===== src/rtl/toggle_event_rx.sv =====
// Toggle-encoded event receiver: synchronizes t_in, decodes each level change
// into a strobe, and tracks pending (handshaked) and total event counts.
module toggle_event_rx #(
   parameter int unsigned SYNC_STAGES = 2,
   parameter int unsigned PEND_W      = 4,
   parameter int unsigned CNT_W       = 8
) (
   input  logic              clk,
   input  logic              rst,
   input  logic              t_in,
   input  logic              clr,
   input  logic              evt_ready,
   output logic              evt_pulse,
   output logic              evt_valid,
   output logic [PEND_W-1:0] pend_cnt,
   output logic [CNT_W-1:0]  total_cnt,
   output logic              overflow
);

   localparam int unsigned FILL_W = 3;
   localparam logic [PEND_W-1:0] PEND_MAX = {PEND_W{1'b1}};

   typedef enum logic {UNARMED, ARMED} state_t;

   state_t                 state_q, state_d;
   logic [SYNC_STAGES-1:0] sync_q;
   logic                   s_last;
   logic                   ref_q, ref_d;
   logic [FILL_W-1:0]      fill_q, fill_d;
   logic                   detect_c;
   logic                   accept_c;
   logic                   pulse_d;
   logic [PEND_W-1:0]      pend_d;
   logic [CNT_W-1:0]       total_d;
   logic                   ovf_d;

   assign s_last    = sync_q[SYNC_STAGES-1];
   assign evt_valid = |pend_cnt;
   assign accept_c  = evt_valid && evt_ready;

   // Synchronizer chain; only the last stage is consumed downstream
   always_ff @(posedge clk or posedge rst) begin
      if (rst) sync_q <= '0;
      else     sync_q <= {sync_q[SYNC_STAGES-2:0], t_in};
   end

   always_ff @(posedge clk or posedge rst) begin
      if (rst) begin
         state_q   <= UNARMED;
         fill_q    <= '0;
         ref_q     <= 1'b0;
         evt_pulse <= 1'b0;
         pend_cnt  <= '0;
         total_cnt <= '0;
         overflow  <= 1'b0;
      end else begin
         state_q   <= state_d;
         fill_q    <= fill_d;
         ref_q     <= ref_d;
         evt_pulse <= pulse_d;
         pend_cnt  <= pend_d;
         total_cnt <= total_d;
         overflow  <= ovf_d;
      end
   end

   always_comb begin
      state_d  = state_q;
      fill_d   = fill_q;
      ref_d    = ref_q;
      detect_c = 1'b0;
      pend_d   = pend_cnt;
      total_d  = total_cnt;
      ovf_d    = overflow;

      // Wait until the sync chain holds post-reset samples before trusting s_last
      unique case (state_q)
         UNARMED: begin
            fill_d = fill_q + FILL_W'(1);
            if (fill_q == FILL_W'(SYNC_STAGES)) begin
               ref_d   = s_last;
               fill_d  = '0;
               state_d = ARMED;
            end
         end
         ARMED: begin
            detect_c = (s_last != ref_q);
            ref_d    = s_last;
         end
         default: state_d = UNARMED;
      endcase

      if (detect_c && !accept_c) begin
         if (pend_cnt == PEND_MAX) ovf_d  = 1'b1;
         else                      pend_d = pend_cnt + PEND_W'(1);
      end else if (accept_c && !detect_c) begin
         pend_d = pend_cnt - PEND_W'(1);
      end

      if (detect_c) total_d = total_cnt + CNT_W'(1);

      // Clear wins over counting but does not suppress the strobe
      if (clr) begin
         pend_d  = '0;
         total_d = '0;
         ovf_d   = 1'b0;
      end

      pulse_d = detect_c;
   end

endmodule


===== config.mk =====
export PLATFORM = sky130hd
export DESIGN_NAME = toggle_event_rx
export DESIGN_NICKNAME = d
export VERILOG_FILES = /design/src/rtl/toggle_event_rx.sv
export SDC_FILE = /design/constraint.sdc
export NUM_CORES = 1
export LEC_CHECK = 0
export ABC_AREA = 1
export BUFFER_PORTS_ARGS = -buffer_cell sky130_fd_sc_hd__buf_2
export CORE_AREA = 5 5 77 79
export DETAILED_ROUTE_END_ITERATION = 6
export DIE_AREA = 0 0 82 84
export GPL_TIMING_DRIVEN = 0
export SLEW_MARGIN = 20
export SYNTH_ARGS = -nofsm -noshare
export SYNTH_HDL_FRONTEND = slang
export SYNTH_SLANG_ARGS = --single-unit

===== constraint.sdc =====
create_clock -name clk -period 3.83 [get_ports clk]
set_input_delay 0.766 -clock clk [delete_from_list [all_inputs] [get_ports clk]]
set_output_delay 0.766 -clock clk [all_outputs]
set_load 0.005 [all_outputs]

==> results of run 1 <==
-- state kept, by name, indices dropped and copies added, names as in the netlist --
name	flops
state_q	1
sync_q	2
pend_cnt	4
evt_pulse	1
total_cnt	8
overflow	1
ref_q	1
fill_q	3
-- Yosys cell counts --
cell type  count
a21oi_1        3
a21oi_4        1
dfrtp_1       21
fa_1           1
ha_1           3
inv_1         25
nand2_1       31
nand2_2        6
nand2_4        1
nand3_1       10
nand3_4        1
nand4_1        4
nor2_1        14
nor2_2         3
nor2_4         1
nor2_8         1
nor3_1         1
nor3_2         1
nor3_4         1
o21a_1         2
o21ai_0        5
o21ai_1        1
o21ai_2        1
xnor2_1        1
xor2_1         2
-- per-stage QoR --
step | hold WS [ns] | std cells
floorplan | 0.331 | 141
global placement | 0.333 | 232
detailed placement | 0.337 | 232
CTS | 0.358 | 236
global route | 0.368 | 236
finish | 0.354 | 236
-- cell type report --
class                      instances  area [um2]
fill                             606        3860
multi-input combinational         95         561
sequential                        21         526
timing repair buffer              19        95.1
inverter                          25        93.8
tap                               72        90.1
clock buffer                       3        41.3
clock inverter                     1        7.51
-- metal layers --
metal / GRT usage, % / vias to the layer above / share of wire, %
li1: - / 488 / -
met4: 3.63 / 0 / 1.5
met2: 11.7 / 19 / 44
met1: 11.4 / 438 / 50
met5: 0 / - / 0
met3: 1.73 / 2 / 4.4
-- power groups by stage --
stage	clock network, W	logic, W	registers [W]
3_5_place_dp	0	0.000233	0.000281
6_report	0.000152	0.000230	0.000276
3_3_place_gp	0	0.000228	0.000280
4_1_cts	0.000158	0.000235	0.000277
5_1_grt	0.000168	0.000268	0.000281
2_1_floorplan	0	0.000167	0.000274
-- final timing paths --
check	start	to	slack, ns	depth (start not counted)
min reg2reg	sync_q[0]$_DFF_PP0_	sync_q[1]$_DFF_PP0_	0.35	0
max	sync_q[1]$_DFF_PP0_	pend_cnt[3]$_DFFE_PP0P_	1.93	11
max in group asynchronous	rst	total_cnt[5]$_DFFE_PP0P_	2.70	2
min	sync_q[0]$_DFF_PP0_	sync_q[1]$_DFF_PP0_	0.35	0
min in group asynchronous	rst	fill_q[0]$_DFFE_PP0N_	0.63	2
max reg2reg	sync_q[1]$_DFF_PP0_	pend_cnt[3]$_DFFE_PP0P_	1.93	11
-- kinds of logic after synthesis --
kind of cell             synth area share, %
AND/OR/NAND/NOR                         33.2
buffers and inverters                   7.95
AO/OA/AOI/OAI                           7.21
adder cells (fa/ha/maj)                 4.88
XOR/XNOR                                2.23
flip-flops                              44.5
-- critical path: cells and delay by family (launching register included) --
family,cells,cell delay [ns]
AND/OR/NAND/NOR,10,1.03
flip-flops,1,0.43
adder cells (fa/ha/maj),1,0.33
==> impl_metrics.tcl, run 1 <==
set metrics [dict create \
    pwr-share-comb_pct 35.0 \
    die_height_um 84 \
    cp-start-kind "flip-flop" \
    layout-drive-gt1-share_pct 24.4 \
    crit_fanout 9 \
    diodes 0 \
    top_level_ports 20 \
    num_rows 27 \
    place_ws_ns 1.76 \
    gp_congestion 0.703 \
    cts_setup_buffers 0 \
    h-tree-depth 1 \
    drc_errors 0 \
    postSynthAreaPerCell_um2 8.37 \
    synth_area_leaders "dfrtp_1, nand2_1, inv_1" \
    drtIter0Drc 34 \
    fmax_mhz 526 \
    cts_buffer_depth 2 \
    post-route-min-period_ns 1.90 \
    seqPwrFrac_pct 42.0 \
    wirelength_um 2440 \
    start_util_pct 22.4 \
    ys_ff_latch 21 \
    vias_per_cell 4.01 \
    synth-seq-area-share_pct 44.5 \
    finalMaxSlewViolations 0 \
    numCtsBuffers 3 \
    outcome "complete, no violations" \
    slew_headroom_pct 47.2 \
    power.internal_w 0.000410 \
    cts_root_buffer "clkbuf_8" \
    power_density_nw_per_um2 465 \
    vias 947 \
    wl_per_cell_um 10.4 \
    grt_max_degree 22 \
    timing_worst_setup_path_type "reg -> reg" \
    dpl_cell_area_um2 1370 \
    final_common_cell "nand2_1" \
    final_area_um2 1410 \
    p_sw_w 0.000248 \
    hold_violations 0 \
    clkLatencyLatePin_ns 0.27 \
    synth_top_area_share_pct 44.5 \
    die_w_um 82 \
    crit_path_end_kind "flip-flop" \
    syn_nets 150 \
    worst_slew_pin_slew_ns 0.792 \
    core_area_um2 5270 \
    grt_overflow 0 \
    dr.pass1.iters 4 \
    ys_types 25 \
    ir_drop_uv 243 \
    antenna_found_initial 0 \
    cts.sinks 21 \
    skew_ns 0.00889 \
    final_cell_mix "nand2_1, inv_1, dfrtp_1, buf_2, nor2_1" \
    cts_tree "built" \
    cpMaxStageDelayCell "dfrtp_1" \
    ys_warn_count 0 \
    grt_usage_pct 8.11 \
    hpwl_um 1870 \
    hold_path.class "reg -> reg" \
    grt_setup_unrepaired "no" \
    sw_frac_of_total_pct 37.7 \
    setup_viol 0 \
    p_leak_nw 0.743 \
    syn_area_um2 1180 \
    path_cells "nand2_2 > nand2_2 > nor2_8 > nand2_2 > ha_1 > nand2_1 > nand2_1 > nor2_1 > nand3_1 > nand3_1 > nand2_1" \
    fin_crit_sh_pct 49.6 \
    worst-endpoint-required_ns 3.99 \
    final_core_util_pct 26.8 \
    detail-route-antenna-nets 0 \
    synth_area_leader_cell "dfrtp_1" \
    ctsResizeCount 0 \
    syn-instance-count 141 \
    area_growth_pct 19.8 \
    power_w 0.000658 \
    grt_pass1_wl_um 4370 \
    die-area_um2 6890 \
    maxCapViolations 0 \
    setup_tns_ns 0 \
    ctsHoldBuffers 0 \
    cpPeakStageDelay_ns 0.43 \
    num-nets-final 174 \
    crit_arrival_ns 2.06 \
    cts.clk_slew.worst_paths_ns 0.09 \
    io_buffers 19 \
    grt_pass1_vias 928 \
    finalWorstSetupSlack_ns 1.93 \
    clkPwrFrac_pct 23.1 \
]
(Power assumes the default switching activity.)
==> run 2, diff against run 1 <==
==> constraint.sdc (replaced) <==
create_clock -name clk -period 1.6 [get_ports clk]
set_input_delay 0.32 -clock clk [delete_from_list [all_inputs] [get_ports clk]]
set_output_delay 0.32 -clock clk [all_outputs]
set_load 0.005 [all_outputs]
==> run 2 against run 1 <==
Net effect: the flow now finishes with violations (setup timing); combinational power rose to 4.1 times the previous value; clock power up 130%; power rose to 2.9 times the previous value; critical path type unchanged; highest routed layer unchanged.
==> impl_metrics.tcl, run 2 (same netlist as run 1, synthesis figures left out) <==
set metrics [dict create \
    grt_max_degree 22 \
    die_w_um 82 \
    drtIter0Drc 21 \
    hpwl_um 1810 \
    detail-route-antenna-nets 0 \
    hold_start "t_in" \
    reg2reg_slack_ns -0.03 \
    seq_area_um2 527 \
    r2r-end "pend_cnt[3]$_DFFE_PP0P_" \
    routed.top_layer "met4" \
    vias 1005 \
    slew_headroom_pct 46.2 \
    cts.sinks 21 \
    wl_met1_um 1180 \
    grt_usage_pct 7.75 \
    wl_per_cell_um 10.5 \
    skew_ns 0.00689 \
    top_level_ports 20 \
    layout-drive-gt1-share_pct 35.1 \
    cpMaxStageDelayCell "dfrtp_1" \
    start_util_pct 22.4 \
    post-route-min-period_ns 1.63 \
    cts_root_buffer "clkbuf_8" \
    power_density_nw_per_um2 1220 \
    finalMaxSlewViolations 0 \
    wirelength_um 2580 \
    vias_per_cell 4.09 \
    num_rows 27 \
    die_height_um 84 \
    dp.cells 232 \
    antenna_found_initial 0 \
    h-tree-depth 1 \
    p_leak_nw 0.808 \
    largestRegisters "total_cnt: 8 flops, pend_cnt: 4 flops, fill_q: 3 flops" \
    worstReg2RegStart "pend_cnt[3]$_DFFE_PP0P_" \
    final_common_cell "nand2_1" \
    finalWorstSetupSlack_ns -0.0290 \
    ff2ff_path_depth 11 \
    cpPeakStageDelay_ns 0.41 \
    dr.pass1.iters 4 \
    holdPathStages 1 \
    maxCapViolations 0 \
    die-area_um2 6890 \
    hold_path.class "in -> reg" \
    place_ws_ns -0.189 \
    cts_buffer_depth 2 \
    crit_fanout 4 \
    drc_errors 0 \
    dr_wl_met3_um 157 \
    dr_wl_met2_um 1190 \
    ir_drop_uv 617 \
    timing_worst_setup_path_type "reg -> reg" \
    hold_end "sync_q[0]$_DFF_PP0_" \
    io_buffers 19 \
    fmax_mhz 614 \
    diodes 0 \
    numCtsBuffers 3 \
    fillers 583 \
    fin_crit_sh_pct 102 \
    gp_congestion 0.765 \
    setup_viol 1 \
    area_growth_pct 34.0 \
    regMostFlops "total_cnt" \
    grt_pass1_wl_um 4150 \
    cp-start-kind "flip-flop" \
    setup_tns_ns -0.0290 \
    core_area_um2 5270 \
    multi_input_area_um2 652 \
    grt_overflow 0 \
    clkLatencyLatePin_ns 0.26 \
    violations "setup timing" \
    grt_setup_unrepaired "yes" \
    crit_path_end_kind "flip-flop" \
    fin_cells 246 \
    grt_pass1_vias 939 \
    outcome "finished with violations" \
    cp_common_cell "nand2_2" \
    whs_ns 0.164 \
    cts.clk_slew.worst_paths_ns 0.08 \
    final_cell_mix "nand2_1, inv_1, dfrtp_1, buf_2" \
    largest_register_ffs 8 \
    worst_slew_pin_slew_ns 0.806 \
    worst-endpoint-required_ns 1.76 \
    path_cells "nor2_2 > nand2_2 > nand2_4 > nand2_8 > ha_4 > nand2_2 > nand2_2 > nor2_4 > nand3_1 > nand3_1 > nand2_1" \
    hold_violations 0 \
    power_w 0.00194 \
    crit_arrival_ns 1.79 \
    ctsHoldBuffers 0 \
    cts_tree "built" \
    num-nets-final 184 \
]
-- run 2: through the flow --
step	cell area [um2]	util (%)
2_1_floorplan	1200	-
3_3_place_gp	1380	26.3
6_report	1580	30.0
3_5_place_dp	1380	26.3
4_1_cts	1520	28.9
5_1_grt	1580	30.0
-- run 2: final cells by class --
class                           instances  share of cell area, %
Multi-Input combinational cell         95                   41.2
Tap cell                               72                   5.70
Clock buffer                            4                   2.85
Timing Repair Buffer                   29                   11.0
Sequential cell                        21                   33.3
Inverter                               25                   5.93
-- run 2: worst max-delay path by stage --
| stage | startpoint | endpoint | slack, ns |
|---|---|---|---|
| finish | pend_cnt[3]$_DFFE_PP0P_ | pend_cnt[3]$_DFFE_PP0P_ | -0.03 |
| global route | pend_cnt[3]$_DFFE_PP0P_ | pend_cnt[3]$_DFFE_PP0P_ | -0.13 |
| CTS | ref_q$_DFFE_PP0P_ | pend_cnt[3]$_DFFE_PP0P_ | 0.005 |
| detailed placement | pend_cnt[1]$_DFFE_PP0P_ | pend_cnt[3]$_DFFE_PP0P_ | -0.19 |
| global placement | pend_cnt[1]$_DFFE_PP0P_ | pend_cnt[3]$_DFFE_PP0P_ | -0.16 |
| floorplan | pend_cnt[2]$_DFFE_PP0P_ | pend_cnt[3]$_DFFE_PP0P_ | -0.03 |
-- run 2: what timing repair did --
action,CTS,global route
setup buffers,9,1
gates resized for setup,4,14
setup endpoints to repair,3,3
pin swaps,8,15
-- run 2: worst max-delay path: cells and delay by family, from the launching register on --
kind                       cells  cell delay, ns
and+or+nand+nor               10            0.85
DFF                            1            0.41
adders and majority gates      1            0.26
-- run 2: power breakdown --
part	internal (W)	switching [W]	total, W
Combinational	0.000434	0.000518	0.000952
Clock	0.000177	0.000178	0.000356
Sequential	0.000587	0.0000411	0.000628
-- run 2: metal layers --
layer	vias to the layer above	GRT usage (%)
met4	0	3.63
met5	-	0
li1	509	-
met1	464	10.0
met2	28	11.9
met3	4	1.84
